<file path="src/rtl/sd_pkg.sv">
// Shared definitions for the SD device ring-bus blocks: event codes, completion record
// layout, event pointer field offsets and the reporter FSM encoding.
package sd_pkg;

  localparam logic [7:0] EVE_RD_DONE  = 8'h48;
  localparam logic [7:0] EVE_WR_DONE  = 8'h49;
  localparam logic [7:0] EVE_REG_DONE = 8'h4D;
  localparam logic [7:0] EVE_ERR      = 8'h4E;
  localparam logic [7:0] EVE_INIT     = 8'h4F;

  typedef enum logic [1:0] {
    KIND_RD   = 2'd0,
    KIND_WR   = 2'd1,
    KIND_REG  = 2'd2,
    KIND_RSVD = 2'd3
  } sd_kind_t;

  typedef struct packed {
    sd_kind_t    kind;
    logic        err;
    logic [7:0]  code;
    logic [15:0] blks;
  } sd_rec_t;

  localparam int REC_W = $bits(sd_rec_t);

  localparam int PTR_OVF  = 39;
  localparam int PTR_SEQ  = 32;
  localparam int PTR_BLKS = 16;
  localparam int PTR_CODE = 8;
  localparam int PTR_KIND = 6;
  localparam int PTR_LSB  = 0;

  typedef enum logic [1:0] {
    ST_IDLE      = 2'd0,
    ST_LOAD      = 2'd1,
    ST_LOAD_INIT = 2'd2,
    ST_WAIT      = 2'd3
  } eve_state_t;

  // Any error outranks the operation kind in the reported command.
  function automatic logic [7:0] done_cmd(sd_rec_t r);
    if (r.err) return EVE_ERR;
    case (r.kind)
      KIND_WR:  return EVE_WR_DONE;
      KIND_REG: return EVE_REG_DONE;
      default:  return EVE_RD_DONE;
    endcase
  endfunction

  function automatic logic [39:0] pack_ptr(logic ovf, logic [6:0] seq, logic [15:0] blks,
                                           logic [7:0] code, logic [1:0] kind, logic lsb);
    logic [39:0] p;
    p = '0;
    p[PTR_OVF]       = ovf;
    p[PTR_SEQ +: 7]  = seq;
    p[PTR_BLKS +: 16] = blks;
    p[PTR_CODE +: 8] = code;
    p[PTR_KIND +: 2] = kind;
    p[PTR_LSB]       = lsb;
    return p;
  endfunction

endpackage

</file>
<file path="src/rtl/sd_eve_fifo.sv">
// Small synchronous FIFO for completion records; a pop in the same cycle frees a slot
// so a push into a full FIFO is still accepted.
module sd_eve_fifo #(
  parameter int AW = 2,
  parameter int W  = 27
) (
  input  logic         clk_sd,
  input  logic         rst_sd,
  input  logic         push,
  input  logic         pop,
  input  logic [W-1:0] wdata,
  output logic [W-1:0] rdata,
  output logic         full,
  output logic         empty
);

  localparam int DEPTH = 2 ** AW;

  logic [W-1:0]  mem [DEPTH];
  logic [AW-1:0] wptr;
  logic [AW-1:0] rptr;
  logic [AW:0]   count;
  logic          do_push;
  logic          do_pop;

  assign full    = (count == (AW + 1)'(DEPTH));
  assign empty   = (count == '0);
  assign do_pop  = pop && !empty;
  assign do_push = push && (!full || do_pop);
  assign rdata   = mem[rptr];

  always_ff @(posedge clk_sd) begin
    if (rst_sd) begin
      wptr  <= '0;
      rptr  <= '0;
      count <= '0;
    end else begin
      if (do_push) begin
        mem[wptr] <= wdata;
        wptr      <= wptr + 1'b1;
      end
      if (do_pop) rptr <= rptr + 1'b1;
      case ({do_push, do_pop})
        2'b10:   count <= count + 1'b1;
        2'b01:   count <= count - 1'b1;
        default: count <= count;
      endcase
    end
  end

endmodule

</file>
<file path="src/rtl/sd_eve_reporter.sv">
// Return-path event source: queues SD completions and card-ready changes and presents
// them one at a time as d2r events.  Handshake: eve_stb/dev/cmd/ptr hold until eve_ack=1
// is sampled with eve_stb=1; eve_ack while eve_stb=0 has no effect.
module sd_eve_reporter
  import sd_pkg::*;
#(
  parameter int         FIFO_AW     = 2,
  parameter logic [7:0] EVE_DEV_DEF = 8'h00
) (
  input  logic        clk_sd,
  input  logic        rst_sd,
  input  logic        sd_initialized,
  input  logic [7:0]  cfg_dev,
  input  logic        cfg_dev_vld,
  input  logic        sd_done_stb,
  input  logic [1:0]  sd_done_kind,
  input  logic        sd_done_err,
  input  logic [7:0]  sd_done_code,
  input  logic [15:0] sd_done_blks,
  output logic        eve_stb,
  output logic [7:0]  eve_dev,
  output logic [7:0]  eve_cmd,
  output logic [39:0] eve_ptr,
  input  logic        eve_ack,
  output logic [7:0]  ovf_cnt
);

  eve_state_t state;
  eve_state_t state_nxt;
  sd_rec_t    fifo_wdata;
  sd_rec_t    fifo_rdata;
  logic       fifo_full;
  logic       fifo_empty;
  logic       fifo_push;
  logic       fifo_pop;
  logic       done_vld;
  logic       drop;
  logic       ack_hs;
  logic       ld;
  logic       ld_init;
  logic       init_q;
  logic       init_chg;
  logic       pend_init;
  logic       cur_init;
  logic       ovf_flag;
  logic [6:0] seq;

  assign init_chg = sd_initialized ^ init_q;
  assign ack_hs   = eve_stb && eve_ack;
  assign fifo_pop = ack_hs && !cur_init;
  // Reserved-kind completions without error carry nothing worth reporting.
  assign done_vld  = sd_done_stb && !((sd_done_kind == KIND_RSVD) && !sd_done_err);
  assign fifo_push = done_vld && (!fifo_full || fifo_pop);
  assign drop      = done_vld && fifo_full && !fifo_pop;

  assign fifo_wdata = '{kind: sd_kind_t'(sd_done_kind), err: sd_done_err,
                        code: sd_done_code, blks: sd_done_blks};

  sd_eve_fifo #(.AW(FIFO_AW), .W(REC_W)) u_fifo (
    .clk_sd (clk_sd),
    .rst_sd (rst_sd),
    .push   (fifo_push),
    .pop    (fifo_pop),
    .wdata  (fifo_wdata),
    .rdata  (fifo_rdata),
    .full   (fifo_full),
    .empty  (fifo_empty)
  );

  always_ff @(posedge clk_sd) begin
    if (rst_sd) state <= ST_IDLE;
    else        state <= state_nxt;
  end

  always_comb begin
    state_nxt = state;
    case (state)
      ST_IDLE: begin
        if (pend_init)        state_nxt = ST_LOAD_INIT;
        else if (!fifo_empty) state_nxt = ST_LOAD;
      end
      ST_LOAD, ST_LOAD_INIT: state_nxt = ST_WAIT;
      ST_WAIT: if (ack_hs) state_nxt = ST_IDLE;
      default: state_nxt = ST_IDLE;
    endcase
  end

  always_comb begin
    ld      = (state == ST_LOAD) || (state == ST_LOAD_INIT);
    ld_init = (state == ST_LOAD_INIT);
  end

  always_ff @(posedge clk_sd) begin
    if (rst_sd) begin
      eve_stb  <= 1'b0;
      eve_dev  <= '0;
      eve_cmd  <= '0;
      eve_ptr  <= '0;
      cur_init <= 1'b0;
    end else if (ld) begin
      eve_stb  <= 1'b1;
      eve_dev  <= cfg_dev_vld ? cfg_dev : EVE_DEV_DEF;
      cur_init <= ld_init;
      eve_cmd  <= ld_init ? EVE_INIT : done_cmd(fifo_rdata);
      eve_ptr  <= ld_init ? pack_ptr(ovf_flag, seq, 16'h0, 8'h0, 2'd0, init_q)
                          : pack_ptr(ovf_flag, seq, fifo_rdata.blks, fifo_rdata.code,
                                     fifo_rdata.kind, fifo_rdata.err);
    end else if (ack_hs) begin
      eve_stb <= 1'b0;
    end
  end

  // A level change seen while its predecessor is in flight re-arms the init event.
  always_ff @(posedge clk_sd) begin
    if (rst_sd) begin
      seq       <= '0;
      ovf_flag  <= 1'b0;
      ovf_cnt   <= '0;
      init_q    <= 1'b0;
      pend_init <= 1'b0;
    end else begin
      init_q <= sd_initialized;
      if (ack_hs) seq <= seq + 7'd1;
      if (drop)                              ovf_flag <= 1'b1;
      else if (ack_hs && eve_ptr[PTR_OVF])   ovf_flag <= 1'b0;
      if (drop && (ovf_cnt != 8'hFF)) ovf_cnt <= ovf_cnt + 8'd1;
      if (init_chg)                pend_init <= 1'b1;
      else if (ack_hs && cur_init) pend_init <= (init_q != eve_ptr[PTR_LSB]);
    end
  end

endmodule

</file>
<file path="config.mk">
export PLATFORM = sky130hd
export DESIGN_NAME = sd_eve_reporter
export DESIGN_NICKNAME = d
export VERILOG_FILES = /design/src/rtl/sd_pkg.sv /design/src/rtl/sd_eve_fifo.sv /design/src/rtl/sd_eve_reporter.sv
export SDC_FILE = /design/constraint.sdc
export NUM_CORES = 1
export LEC_CHECK = 0
export ABC_AREA = 1
export CAP_MARGIN = 20
export CELL_PAD_IN_SITES_DETAIL_PLACEMENT = 0
export CELL_PAD_IN_SITES_GLOBAL_PLACEMENT = 1
export CORE_ASPECT_RATIO = 2
export CORE_MARGIN = 8
export CORE_UTILIZATION = 30
export DETAILED_ROUTE_END_ITERATION = 8
export GPL_ROUTABILITY_DRIVEN = 0
export PLACE_DENSITY_LB_ADDON = 0.1
export SYNTH_ARGS = -nofsm -noshare
export SYNTH_HDL_FRONTEND = slang
export SYNTH_HIERARCHICAL = 1
export SYNTH_SLANG_ARGS = --single-unit
</file>
<file path="constraint.sdc">
create_clock -name clk_sd -period 6.15 [get_ports clk_sd]
set_input_delay 0.615 -clock clk_sd [delete_from_list [all_inputs] [get_ports clk_sd]]
set_output_delay 0.615 -clock clk_sd [all_outputs]
set_load 0.02 [all_outputs]
</file>
# Word-level counts from Yosys, hierarchy flattened

Memories as Yosys holds them, arrays and structs flattened. A register that Yosys moved wholly into a read port is not among the register bits.
Cells that the tools add are included.

Reduce and logical (&&, ||, !) cells: 29
Add/subtract/negate cells: 6
Eq/ne operators: 13
Bitwise operators: 1
Mux-type cells: 25

Operators by type and width:

| cell                                              | count |
|---|---|
| two-way mux 32 bit                                | 1 |
| two-way mux 8 bit                                 | 4 |
| logical AND 1 bit                                 | 12 |
| two-way mux 1 bit                                 | 12 |
| one-hot mux 3 bit (2 select lines)                | 2 |
| == test 2 bit (second input constant)             | 5 |
| two-way mux 2 bit                                 | 5 |
| adder 8 x 1 -> 8 bit (second input constant)      | 1 |
| != test 8 bit (second input constant)             | 1 |
| nonzero test 2 bit                                | 4 |
| adder 7 x 1 -> 7 bit (second input constant)      | 1 |
| == test 2 x 1 -> 1 bit (second input constant)    | 3 |
| logical NOT 1 bit                                 | 6 |
| one-hot mux 2 bit (3 select lines)                | 1 |
| adder 2 x 1 -> 2 bit (second input constant)      | 2 |
| adder 3 x 1 -> 3 bit (second input constant)      | 1 |
| == test 3 bit (second input constant)             | 1 |
| logical NOT 3 bit                                 | 1 |
| logical OR 1 bit                                  | 3 |
| != test 3 bit (second input constant)             | 1 |
| subtractor 3 x 1 -> 3 bit (second input constant) | 1 |
| logical NOT 2 bit                                 | 1 |
| != test 2 bit (second input constant)             | 1 |
| AND reduction 2 bit                               | 1 |
| other kinds (3)                                   | 3 |

Memory bits (writable): 108
Input port bits: 41
Memories kept: 1
Bits in registers: 85

Memories:

| name       | words | bits a word | rd ports | clocked after memory_dff | write ports | line              | text |
|---|---|---|---|---|---|---|---|
| u_fifo.mem | 4     | 27          | 1        | 1                        | 1           | sd_eve_fifo.sv:19 | `logic [W-1:0] mem [DEPTH];` |

# Depth between registers and ports, before layout

Word-level depth: 9
Gate-level depth with buffers: 14
Depth with buffers taken out: 14

# Cells and area by module

Netlist, hierarchy kept.

By module, submodules not included:

| module          | sequential area each (um2) | cells each | area each (um2) | instances |
|---|---|---|---|---|
| sd_eve_fifo     | 3423.3                     | 329        | 4459.3          | 1 |
| sd_eve_reporter | 1381.3                     | 376        | 2961.6          | 1 |

# Worst setup path before layout

Ideal clock, no wire load.

Path kind: input to register
From: input port eve_ack
To: memory u_fifo.mem[0][0], enable pin
Stages on the path: 8
Slack: 3148 ps
Setup time: 411 ps
Data arrival time: 2592 ps
Required time: 5739 ps
Path buffers: 0
Cell sequence: nand2_2 > nor2_4 > nor2_8 > nor2_1 > nand2_1 > inv_1 > nand2_1 > nor2_1

Word-level cells in the longest chain between the ends: 8
Elaborated cells between the ends (all ways): 10

RTL lines:

| what                                    | line                  | text |
|---|---|---|
| from (decl)                             | sd_eve_reporter.sv:24 | `input logic eve_ack,` |
| logical AND 1 bit                       | sd_eve_reporter.sv:49 | `assign ack_hs = eve_stb && eve_ack;` |
| logical AND 1 bit                       | sd_eve_reporter.sv:50 | `assign fifo_pop = ack_hs && !cur_init;` |
| named net fifo_pop                      | sd_eve_reporter.sv:35 | `logic fifo_pop;` |
| logical OR 1 bit                        | sd_eve_reporter.sv:53 | `assign fifo_push = done_vld && (!fifo_full \|\| fifo_pop);` |
| logical AND 1 bit                       | sd_eve_reporter.sv:53 |  |
| named net fifo_push                     | sd_eve_reporter.sv:34 | `logic fifo_push;` |
| logical AND 1 bit                       | sd_eve_fifo.sv:29     | `assign do_push = push && (!full \|\| do_pop);` |
| two-way mux 1 bit                       | sd_eve_fifo.sv:38     | `if (do_push) begin` |
| two-way mux 1 bit                       | sd_eve_fifo.sv:33     | `if (rst_sd) begin` |
| two-way mux 1 bit (implied by the code) | sd_eve_fifo.sv:39     | `mem[wptr] <= wdata;` |
| to (decl)                               | sd_eve_fifo.sv:19     |  |

The timed path passes the listed nets, and every way through them passes these cells.

# Worst setup path after layout

From: input port eve_ack
To: memory u_fifo.mem[1][16], enable pin

Same word-level chain as after synthesis.

==> results.md <==
- Status: finished clean
- Core region area: 24420 sq um
- Slew margin rel.: 0.3667
- Seq cells post-synth: 186
- Final Slew Violations: 0
- Drt wl/cell: 16.39 microns
- Setup crit end kind: flip-flop
- Xor/xnor cell area share of the yosys netlist: 0.005901
- Fin crit period: approximately 3 ns
- Synth area leader: edfxtp_1
- Placed cells: 1103
- First-pass GRT wire length: 29080 microns
- Residual DRC: 0
- ANT cells: 0
- Overall Global Routing Usage: 0.1267
- Post-synth EDFFs: approximately 110
- Part of the power in registers: 0.416
- RSZ-0062 raised after global routing: no
- GR Overflow Total: 0
- Critical Path AT: 3.05 ns
- Cell Count, Final, Fillers Out: 1135
- Latest clock arrival within the worst-skew pair: ~0.44 ns
- CTS H-tree lvls: 4
- Sequential-to-total area share from yosys stat: 0.6474
- Syn Area/Cell: 10.53 sq um
- Multi-input logic area: 2268 sq um
- Async set-reset flop share out of synthesis: 0
- Setup_tns: 0 ns
- Switching Share: 0.3290
- Setup violators final: 0
- Ratio of final minimum period to clock period: 0.4868
- Hold buffer count at cts: 0
- Vias in the first global route: 5409
- Mux contribution to synthesized area: 0.001349
- Post-DRT Antenna Nets: 0
- Synth area leaders: edfxtp_1 44%, dfxtp_1 21%, nand2_1 5.5%
- Root Buffer: clkbuf_16
- Initial Util: 0.3038
- Pin count of the biggest net entering global routing: 56
- Final Worst Setup Slack: 3.156 ns
- Worst Path Required: 6.20 ns
- Std-Cell Rows: approximately 80
- Reg-to-reg slack, setup: 3.46 ns
- IO Count: 106
- P_int: 2.528 mW
- DRT Pass-1 Iters: 4
- Synth Area in Simple Gates: 0.1445
- R2r startpoint: u_fifo/count[0]
- Layout cells sized above 1: 0.08966
- FILL cells: 2440
- Area grow syn2layout: 24.80%
- Iter 0 DRT Violations: 270
- Met2 routed WL: 10150 microns
- Clock buffer depth: 2
- Post-Route WL: 18600 microns
- # Post-CTS Setup Buffers: 0
- Cts bufs inserted: 17
- Clock Skews: roughly 0.012 ns
- Clk pwr share: 0.297
- Reg-to-reg endpoint: u_fifo/mem[1][16]
- Max Freq: between 300 and 400 MHz
- Post-synthesis compound-gate area fraction: 0.1246
- Worst Hold Class: flip-flop to flip-flop
- Unique cell type count in the Yosys netlist: 39
- R2R cell count: 10
- Combinational fraction of design power: 0.287
- Number of max-cap violations: 0
- Adder-cell area share of the yosys netlist: 0.02124
- Critical Path Start: eve_ack
- Met3 WL: 825 microns
- Top_reg_cell synth: edfxtp_1
- Total Power: 3.768 mW
- Hold Vio Cnt, Final: 0
- Met1 WL: about 7200 microns
- Fin util: 0.3792
- Top Metal Used: met4
- Initial antenna violation count: 0
- Top cell type's share of synthesized area: 0.4370
- DR vias: 5233
- Worst slack at placement: 2.651 ns
- Largest family of logic cells by synthesized area: simple AND/OR/NAND/NOR gates
- Reg area: between 4000 and 5000 sq um
- Post-DP HPWL: around 12000 microns
- Fin nets: 843
- Clock Sinks: 186
- Die width: 127.2 microns
- Post-Syn Area: 7421 sq um
- CTS-repair resized insts: 0
- Net Sw Power: 1.240 mW
- Capture point of the worst path: u_fifo/mem[1][16]
- CTS tree: done
- Clock-pin slew of the registers on the worst-case setup and hold paths: 0.07 ns
- Vias per std cell: ~4.6
- Die Span Y: around 240 microns
- Most common library cells after synthesis: 108 x edfxtp_1, 108 x nand2_1, 95 x nor2_1
- CP Max Fanout: 27
- Worst VDD drop: a little under 200 uV
- Yosys warns: 6
- Die area: 30330 sq um
- Syn Inst Count: 705
- Pwr/cell area: 406.8 nW/um^2
- Leakage: 3.228 nW
- Slew at the pin with the worst max-slew slack: 0.9477 ns
- IO Port Bufs: 97
- Crit start category: primary input
- Setup CP Type: primary input to flip-flop
==> sequential cells by signal (all words and copies together), names as in the netlist, 2 cells and up, named ones only <==
signal	flops
state	2
eve_cmd	4
u_fifo/rptr	2
u_fifo/count	3
eve_ptr	35
seq	7
ovf_cnt	8
eve_dev	8
u_fifo/wptr	2
u_fifo/mem	108
==> power groups by stage <==
stage	sequential [mW]	clock (mW)	combinational (mW)
after floorplan	1.72	0	0.540
after global placement	1.59	0	1.10
after detailed placement	1.60	0	1.12
after CTS	1.57	1.16	1.12
after global routing	1.58	1.21	1.20
final	1.57	1.12	1.08
==> worst min path at each step <==
stage | from | to | slack (ns) | cells past startpoint
floorplan | u_fifo/rptr[1] | flip-flop | 0.42 | 1
global placement | u_fifo/rptr[1] | u_fifo/rptr[1] | 0.44 | 1
detailed placement | u_fifo/rptr[1] | u_fifo/rptr[1] | 0.45 | 1
CTS | u_fifo/rptr[1] | u_fifo/rptr[1] | 0.46 | 1
global route | eve_ptr[30] | eve_ptr[30] | 0.48 | 2
finish | u_fifo/rptr[1] | flip-flop | 0.45 | 1
==> metal layers <==
layer / track usage / vias up
li1: - / 2558
met1: 0.1224 / 2529
met2: 0.2391 / 124
met3: 0.03869 / 22
met4: 0.05622 / 0
met5: 0 / -
==> cell type report <==
cell class,instances,area share
clock buffers,22,0.04904
clock inverters,10,0.01540
inverters,44,0.01851
multi-input cells,439,0.2449
flip-flops and latches,186,0.5189
well taps,332,0.04485
repair buffers,102,0.1083
==> cell usage in the layout, fill, tap and decap left out, types with 3 or more instances in the layout <==
cell and n:
xnor2_1 3, clkbuf_16 17, nand3_1 16, clkdlybuf4s50_1 96, nand2_1 108, inv_1 37, edfxtp_1 108, ha_1 11
a21oi_1 51, conb_1 8, clkinvlp_4 4, a21oi_2 7, clkbuf_1 4, nor2_1 91, bufinv_16 3, o21ai_0 70
nor2_4 10, buf_4 5, inv_2 5, nand2_2 4, nand2_4 3, o21ai_1 9, nand4_1 3, dfxtp_1 77
o22ai_1 27
==> logic make-up (layout without fill, tap and decap cells) <==
logic type	Yosys count	after routing
other	1	8
AO/OA/AOI/OAI	169	169
AND/OR/NAND/NOR	244	244
multiplexers	1	1
adder cells (fa/ha/maj)	12	12
flip-flops	186	186
buffers and inverters	87	178
XOR/XNOR	5	5
==> per-stage QoR <==
stage                     area [sq um]  hold slack [ns]
after floorplan                   7447           0.4181
after global placement            8665           0.4448
after detailed placement          8665           0.4496
after CTS                         9261           0.4589
after global routing              9261           0.4821
final                             9261           0.4505
==> critical path: stages <==
cell	delay (ns)
clkdlybuf4s50_1	0.49
nand2_2	0.12
nor2_4	0.24
nor2_8	0.06
nor2_1	0.22
nand2_1	0.14
inv_1	0.11
nand2_1	0.23
nor2_4	0.80
No activity file was read; power rests on OpenSTA's default activity.
